`src/rtl/cbfp1_seq_ctrl_pkg.sv`:
```
// cbfp1_seq_ctrl_pkg: shared state encoding and frame geometry for the cbfp1 sequencer.
package cbfp1_seq_ctrl_pkg;

    typedef enum logic [2:0] {
        S_IDLE,
        S_ARMED,
        S_RUN,
        S_DRAIN,
        S_DONE
    } state_t;

    localparam int BEATS  = 32;
    localparam int BEAT_W = $clog2(BEATS);

endpackage

```
`src/rtl/cbfp1_seq_ctrl_if.sv`:
```
// cbfp1_seq_ctrl_if: control, upstream and cbfp1-side handshake bundle of the sequencer.
interface cbfp1_seq_ctrl_if #(
    parameter int FRM_W = 8,
    parameter int BEATS = cbfp1_seq_ctrl_pkg::BEATS
);
    localparam int BW = $clog2(BEATS);

    logic             start;
    logic [FRM_W-1:0] frames_req;
    logic             abort;
    logic             up_valid;
    logic             cbfp_valid_in;
    logic             cbfp_valid_out;
    logic [BW-1:0]    beat_idx;
    logic             sof;
    logic             eof;
    logic [FRM_W-1:0] frame_cnt;
    logic             busy;
    logic             done;
    logic             err_gap;

    modport master (
        output start, frames_req, abort, up_valid, cbfp_valid_out,
        input  cbfp_valid_in, beat_idx, sof, eof, frame_cnt, busy, done, err_gap
    );

    modport slave (
        input  start, frames_req, abort, up_valid, cbfp_valid_out,
        output cbfp_valid_in, beat_idx, sof, eof, frame_cnt, busy, done, err_gap
    );

endinterface

```
`src/rtl/cbfp1_beat_cnt.sv`:
```
// cbfp1_beat_cnt: beat counter 0..BEATS-1 with a same-cycle wrap pulse on the last counted beat.
module cbfp1_beat_cnt #(
    parameter int BEATS = cbfp1_seq_ctrl_pkg::BEATS
) (
    input  logic                     clk,
    input  logic                     rst,
    input  logic                     i_clr,
    input  logic                     i_en,
    output logic [$clog2(BEATS)-1:0] o_cnt,
    output logic                     o_wrap
);
    localparam int W = $clog2(BEATS);

    logic [W-1:0] r_cnt;

    assign o_wrap = i_en & (r_cnt == W'(BEATS - 1));
    assign o_cnt  = r_cnt;

    always_ff @(posedge clk) begin
        if (rst || i_clr)
            r_cnt <= '0;
        else if (i_en)
            r_cnt <= o_wrap ? '0 : r_cnt + 1'b1;
    end

endmodule

```
`src/rtl/cbfp1_seq_ctrl.sv`:
```
// cbfp1_seq_ctrl: frame sequencer gating upstream beats into cbfp1 and tracking frames at its output.
module cbfp1_seq_ctrl
    import cbfp1_seq_ctrl_pkg::*;
#(
    parameter int NCHAN  = 16,
    parameter int BEATS  = cbfp1_seq_ctrl_pkg::BEATS,
    parameter int FRM_W  = 8,
    parameter int INFL_W = 6
) (
    input logic                clk,
    input logic                rst,
    cbfp1_seq_ctrl_if.slave    bus
);
    localparam int BW = $clog2(BEATS);

    if (NCHAN < 1 || INFL_W < 1 || FRM_W < 1 || BEATS < 2) begin : g_bad_cfg
        $error("cbfp1_seq_ctrl: invalid parameter set");
    end

    state_t            r_state;
    logic [FRM_W-1:0]  r_frames;
    logic [FRM_W-1:0]  r_in_frm;
    logic [FRM_W-1:0]  r_frame_cnt;
    logic [INFL_W-1:0] r_infl;
    logic              r_abort_pend;
    logic              r_err_gap;
    logic              r_done;

    logic              w_start;
    logic              w_vin;
    logic              w_vout;
    logic              w_in_wrap;
    logic              w_out_wrap;
    logic              w_last;
    logic              w_infl_zero;
    logic              w_gap;
    logic [BW-1:0]     w_in_beat;
    logic [BW-1:0]     w_out_beat;

    assign w_start     = bus.start & (r_state == S_IDLE);
    assign w_vin       = bus.up_valid & ((r_state == S_ARMED) | (r_state == S_RUN));
    assign w_vout      = bus.cbfp_valid_out;
    assign w_infl_zero = (r_infl == '0);
    assign w_gap       = (r_state == S_RUN) & (w_in_beat != '0) & ~bus.up_valid;
    // Last beat of the run: requested frame count reached, or an abort is (or becomes) pending.
    assign w_last      = w_in_wrap & (((r_frames != '0) & (FRM_W'(r_in_frm + 1'b1) == r_frames))
                                      | r_abort_pend | bus.abort);

    cbfp1_beat_cnt #(.BEATS(BEATS)) u_in_cnt (
        .clk    (clk),
        .rst    (rst),
        .i_clr  (w_start),
        .i_en   (w_vin),
        .o_cnt  (w_in_beat),
        .o_wrap (w_in_wrap)
    );

    cbfp1_beat_cnt #(.BEATS(BEATS)) u_out_cnt (
        .clk    (clk),
        .rst    (rst),
        .i_clr  (w_start),
        .i_en   (w_vout),
        .o_cnt  (w_out_beat),
        .o_wrap (w_out_wrap)
    );

    always_ff @(posedge clk) begin
        if (rst) begin
            r_state      <= S_IDLE;
            r_frames     <= '0;
            r_in_frm     <= '0;
            r_frame_cnt  <= '0;
            r_infl       <= '0;
            r_abort_pend <= 1'b0;
            r_err_gap    <= 1'b0;
            r_done       <= 1'b0;
        end else if (w_start) begin
            r_state      <= S_ARMED;
            r_frames     <= bus.frames_req;
            r_in_frm     <= '0;
            r_frame_cnt  <= '0;
            r_infl       <= '0;
            r_abort_pend <= 1'b0;
            r_err_gap    <= 1'b0;
            r_done       <= 1'b0;
        end else begin
            r_done <= 1'b0;
            if (w_in_wrap)
                r_in_frm <= r_in_frm + 1'b1;
            if (w_out_wrap)
                r_frame_cnt <= r_frame_cnt + 1'b1;
            // An output beat with nothing in flight is an error, never an underflow.
            r_infl <= r_infl + INFL_W'(w_vin) - INFL_W'(w_vout & ~w_infl_zero);
            if ((w_vout & w_infl_zero) | w_gap)
                r_err_gap <= 1'b1;
            case (r_state)
                S_ARMED: begin
                    if (bus.abort)
                        r_state <= S_DRAIN;
                    else if (bus.up_valid)
                        r_state <= S_RUN;
                end
                S_RUN: begin
                    if (w_last) begin
                        r_state      <= S_DRAIN;
                        r_abort_pend <= 1'b0;
                    end else if (bus.abort) begin
                        r_abort_pend <= 1'b1;
                    end
                end
                S_DRAIN: begin
                    if (w_infl_zero && !w_vout) begin
                        r_state <= S_DONE;
                        r_done  <= 1'b1;
                    end
                end
                S_DONE:  r_state <= S_IDLE;
                default: r_state <= S_IDLE;
            endcase
        end
    end

    assign bus.cbfp_valid_in = w_vin;
    assign bus.beat_idx      = w_out_beat;
    assign bus.sof           = w_vout & (w_out_beat == '0);
    assign bus.eof           = w_out_wrap;
    assign bus.frame_cnt     = r_frame_cnt;
    assign bus.busy          = (r_state != S_IDLE);
    assign bus.done          = r_done;
    assign bus.err_gap       = r_err_gap;

endmodule

```
`src/flat_wrapper.sv`:
```
// flat-port wrapper written by rule: the top's interface ports become plain ports
module cbfp1_seq_ctrl_flat import cbfp1_seq_ctrl_pkg::*;
#(
    parameter int NCHAN  = 16,
    parameter int BEATS  = cbfp1_seq_ctrl_pkg::BEATS,
    parameter int FRM_W  = 8,
    parameter int INFL_W = 6
)
  (clk, rst, bus_start, bus_frames_req, bus_abort, bus_up_valid, bus_cbfp_valid_out, bus_cbfp_valid_in, bus_beat_idx, bus_sof, bus_eof, bus_frame_cnt, bus_busy, bus_done, bus_err_gap);
  cbfp1_seq_ctrl_if #(.FRM_W(FRM_W), .BEATS(BEATS)) bus_i ();
  input logic clk;
  input logic rst;
  input wire logic [$bits(bus_i.start)-1:0] bus_start;
  input wire logic [$bits(bus_i.frames_req)-1:0] bus_frames_req;
  input wire logic [$bits(bus_i.abort)-1:0] bus_abort;
  input wire logic [$bits(bus_i.up_valid)-1:0] bus_up_valid;
  input wire logic [$bits(bus_i.cbfp_valid_out)-1:0] bus_cbfp_valid_out;
  output wire logic [$bits(bus_i.cbfp_valid_in)-1:0] bus_cbfp_valid_in;
  output wire logic [$bits(bus_i.beat_idx)-1:0] bus_beat_idx;
  output wire logic [$bits(bus_i.sof)-1:0] bus_sof;
  output wire logic [$bits(bus_i.eof)-1:0] bus_eof;
  output wire logic [$bits(bus_i.frame_cnt)-1:0] bus_frame_cnt;
  output wire logic [$bits(bus_i.busy)-1:0] bus_busy;
  output wire logic [$bits(bus_i.done)-1:0] bus_done;
  output wire logic [$bits(bus_i.err_gap)-1:0] bus_err_gap;
  assign bus_i.start = bus_start;
  assign bus_i.frames_req = bus_frames_req;
  assign bus_i.abort = bus_abort;
  assign bus_i.up_valid = bus_up_valid;
  assign bus_i.cbfp_valid_out = bus_cbfp_valid_out;
  assign bus_cbfp_valid_in = bus_i.cbfp_valid_in;
  assign bus_beat_idx = bus_i.beat_idx;
  assign bus_sof = bus_i.sof;
  assign bus_eof = bus_i.eof;
  assign bus_frame_cnt = bus_i.frame_cnt;
  assign bus_busy = bus_i.busy;
  assign bus_done = bus_i.done;
  assign bus_err_gap = bus_i.err_gap;
  cbfp1_seq_ctrl #(.NCHAN(NCHAN), .BEATS(BEATS), .FRM_W(FRM_W), .INFL_W(INFL_W)) u_core (.clk(clk), .rst(rst), .bus(bus_i));
endmodule
```
`config.mk`:
```
export PLATFORM = sky130hd
export DESIGN_NAME = cbfp1_seq_ctrl_flat
export DESIGN_NICKNAME = d
export VERILOG_FILES = /design/src/rtl/cbfp1_seq_ctrl_pkg.sv /design/src/rtl/cbfp1_seq_ctrl_if.sv /design/src/rtl/cbfp1_beat_cnt.sv /design/src/rtl/cbfp1_seq_ctrl.sv /design/src/flat_wrapper.sv
export SDC_FILE = /design/constraint.sdc
export NUM_CORES = 1
export LEC_CHECK = 0
export ABC_AREA = 1
export BUFFER_PORTS_ARGS = -buffer_cell sky130_fd_sc_hd__buf_2
export CAP_MARGIN = 20
export CELL_PAD_IN_SITES_DETAIL_PLACEMENT = 1
export CELL_PAD_IN_SITES_GLOBAL_PLACEMENT = 2
export CORE_AREA = 2 2 83 93
export CTS_CLUSTER_SIZE = 12
export DETAILED_ROUTE_END_ITERATION = 16
export DIE_AREA = 0 0 85 95
export HOLD_SLACK_MARGIN = 0.08
export PLACE_DENSITY_LB_ADDON = 0.1
export SLEW_MARGIN = 15
export SYNTH_ARGS = -nofsm -noshare
export SYNTH_HDL_FRONTEND = slang
export SYNTH_SLANG_ARGS = --single-unit
```
`constraint.sdc`:
```
create_clock -name clk -period 5.7 [get_ports clk]
set_input_delay 0.57 -clock clk [delete_from_list [all_inputs] [get_ports clk]]
set_output_delay 0.57 -clock clk [all_outputs]
set_load 0.02 [all_outputs]
```
==> run_results.csv <==
group,metric,value,unit
drt,drt_iter0_drc,47,
global_routing,grt_max_degree,19,
drt,ant_nets,0,
setup_path,crit_start,"u_core.r_state[0]",
floorplanning,ioPinCount,33,
power,totalPowerFinal,0.9188,mW
drt,drt_wl_total,5.971,mm
setup_path,crit_cells,17,
placement,hpwl,4.727,mm
sta,relSlewSlack,0.6843,
setup_path,cp_max_fo,7,
setup_path,critPathSlowestCell,"fa_1",
clocking,clk_pin_slew,0.09,ns
drt,vias,2232,
power,power.leakage,1.237,nW
yosys,ys.warnings.count,0,
finish,nFillCells,920,
floorplanning,initial_core_util,0.3373,
setup_path,worst-path-buf-inv,4,
sta,worst_slew_pin_slew,0.4724,ns
yosys,syn_area,2437,µm²
clocking,hold_buffers,0,
setup_path,setup.worst_path.end_class,"flop",
setup_path,timing.rr.end,"u_core.r_infl[4]",
global_routing,antenna_found_initial,0,
placement,placed_area,2689,µm²
sta,fin_tns_setup,0,ns
yosys,syn_area_per_cell,7.254,µm²
sta,finalCriticalPeriod,2.652,ns
setup_path,cp-start-kind,"flop",
sta,hold_ws,0.4564,ns
setup_path,required,5.90,ns
global_routing,grt_pass1_vias,2242,
global_routing,grt-ovfl-total,0,
clocking,ctsLongestPathBuffers,2,
hold_path,worstHoldPathType,"flop to flop",
sta,fin_crit_sh,0.4653,
floorplanning,rows,33,
floorplanning,die_w,85,µm
finish,syn2layout_area_growth,14.78,%
yosys,yosysMostFrequentCell,"nand2_1",
floorplanning,die_h,95,µm
finish,nets,402,
clocking,root_buffer,"clkbuf_8",
setup_path,arrival,2.86,ns
yosys,synth_area_leaders,"dfxtp_1 38%, nand2_1 10%, inv_1 8.6%",
placement,io_buffers,32,
yosys,yosys.area_share.xor_xnor,0.02721,
finish,diodes,0,
yosys,ys_ff_latch,46,
sta,hold_viol_final,0,
hold_path,whs_path_depth,2,
yosys,synth_top_flop_cell,"dfxtp_1",
floorplanning,core_area,7226,µm²
yosys,synthArstFlopShare,0,
yosys,ys_seq_area_frac,0.3778,
yosys,syn_inst,336,
yosys,synth_edf_count,0,
yosys,synth_fa_ha_area_frac,0.09035,
sta,slew_violations,0,
clocking,numCtsBuffers,5,
clocking,cts_sinks,46,
setup_path,crit_chain,"nor2_2, nand2_1, nand2_1, inv_2, nor2_4, inv_1, ha_1, inv_1, ha_1, inv_1, fa_1, nor2_1, nor2_1, nor2_1, nor2_1, o21ai_0, a21oi_1",
yosys,synth_area_leader_cell,"dfxtp_1",
clocking,cts.htree.levels,2,
sta,fin_skew,0.006712,ns
yosys,yosys.area.top_type_share,0.3778,
clocking,clk_latency,0.30,ns
yosys,ys_types,32,
setup_path,critPathTopFamily,"simple AND/OR/NAND/NOR gates",
clocking,cts_tree,"built",
drt,drc,0,
power,powerDensity,328.4,nW/µm²
yosys,synth_compound_area_frac,0.1324,
global_routing,grt_pass1_wl,10.37,mm
setup_path,r2r_cells,17,
clocking,postCtsResizedCells,0,
finish,layout-drive-gt1-share,0.1640,
setup_path,setup.reg_to_reg.worst_slack,3.05,ns
drt,wl_per_cell,13.01,µm
yosys,syn-num-nets,367,
setup_path,max_stage_delay,0.37,ns
status,status,"completed",
job,max-cap-violations,0,
global_routing,track_usage,0.1622,
yosys,synthSimpleGateAreaFrac,0.2710,
yosys,synth_top_family_by_area,"simple AND/OR/NAND/NOR gates",
setup_path,crit_type,"flop to flop",
drt,drtPass1Iterations,4,
yosys,synthTopCellsByCount,"66 x nand2_1, 56 x inv_1, 46 x dfxtp_1",
floorplanning,die_area,8075,µm²
finish,fin_area,2798,µm²
sta,clock.fmax,377.0,MHz
yosys,synthMuxAreaShare,0,
placement,gp_congestion,0.8129,
power,ir_drop,0.1485,mV
sta,rsz0062_at_grt,"no",
clocking,cts_setup_buffers,0,
setup_path,crit_top_cell,"nor2_1",
drt,vias_per_cell,4.863,
setup_path,crit_path_end,"u_core.r_infl[4]",
setup_path,r2r_start,"u_core.r_state[0]",
sta,setup_viol,0,
## cell families after synthesis
logic type      after synthesis
compound gates               58
xor+xnor                      6
fa+ha+maj                    17
buf+inv                      65
flops                        46
simple gates                144
## final cells by class
cell class                      instances  area [µm²]  area share
Sequential cell                        46       920.9      0.3292
Multi-Input combinational cell        225        1270      0.4539
Inverter                               61       229.0     0.08184
Tap cell                               87       108.9     0.03891
Clock buffer                            5       68.82     0.02460
Clock inverter                          3       40.04     0.01431
Timing Repair Buffer                   32       160.2     0.05725
## layout by cell type, fill, tap and decap left out
cell type / instances
o22ai_1: 4
nor2_1: 28
dfxtp_1: 46
o21ai_2: 1
nand2_1: 66
nor3_1: 12
nor3_2: 3
a22oi_1: 1
a21oi_1: 24
buf_2: 32
nand4_1: 4
o21bai_1: 2
fa_1: 1
inv_2: 5
o21ai_1: 4
xor2_1: 5
nor2_2: 3
clkinv_2: 2
nand2_2: 4
o21ai_0: 18
nand3_2: 2
inv_1: 56
ha_1: 16
a211oi_1: 2
nor3b_1: 2
and3_1: 1
a32oi_1: 1
o211ai_2: 1
bufinv_16: 1
xnor3_1: 1
clkbuf_8: 5
nand3_1: 17
nor2_4: 2
## per-stage QoR
| step | std cells | util | setup slack (ns) |
|---|---|---|---|
| floorplan | 336 | - | 3.176 |
| global placement | 451 | 0.3721 | 3.100 |
| detailed placement | 451 | 0.3721 | 3.044 |
| CTS | 459 | 0.3872 | 3.025 |
| global route | 459 | 0.3872 | 2.731 |
| finish | 459 | 0.3872 | 3.048 |
## worst register-to-register path, stage by stage (launching register included)
cell	delay [ns]
dfxtp_1	0.34
nor2_2	0.16
nand2_1	0.12
nand2_1	0.10
inv_2	0.05
nor2_4	0.17
inv_1	0.14
ha_1	0.31
inv_1	0.05
ha_1	0.15
inv_1	0.05
fa_1	0.37
nor2_1	0.15
nor2_1	0.06
nor2_1	0.08
nor2_1	0.05
o21ai_0	0.14
a21oi_1	0.05
## registers in the layout (all words and copies together), names as in the netlist
signal / count
u_core.bus.frame_cnt: 8
u_core.r_frames: 8
u_core.r_in_frm: 8
u_core.r_infl: 6
u_core.u_in_cnt.o_cnt: 5
u_core.u_out_cnt.o_cnt: 5
u_core.r_state: 3
u_core.bus.done: 1
u_core.bus.err_gap: 1
u_core.r_abort_pend: 1
## layer usage
| layer | wire length, µm | global-route usage | share of wire |
|---|---|---|---|
| met5 | 0 | 0 | 0 |
| met4 | 66 | 0.04762 | 0.011 |
| met3 | 186 | 0.03759 | 0.031 |
| met2 | 3073 | 0.2962 | 0.51 |
| met1 | 2644 | 0.1879 | 0.44 |
## how the worst min path moves through the flow
stage | startpoint | to
2_1_floorplan | u_core.r_abort_pend | u_core.r_abort_pend
3_3_place_gp | u_core.bus.err_gap | u_core.bus.err_gap
3_5_place_dp | u_core.bus.err_gap | u_core.bus.err_gap
4_1_cts | u_core.bus.err_gap | u_core.bus.err_gap
5_1_grt | u_core.bus.err_gap | u_core.bus.err_gap
6_report | u_core.bus.err_gap | u_core.bus.err_gap
## power breakdown
group | switching, mW | internal (mW) | total, mW
clock network | 0.118 | 0.129 | 0.247
logic | 0.189 | 0.106 | 0.294
registers | 0.0215 | 0.356 | 0.378
total | 0.328 | 0.591 | 0.919
Note: power is estimated with default switching activity, not from simulation.
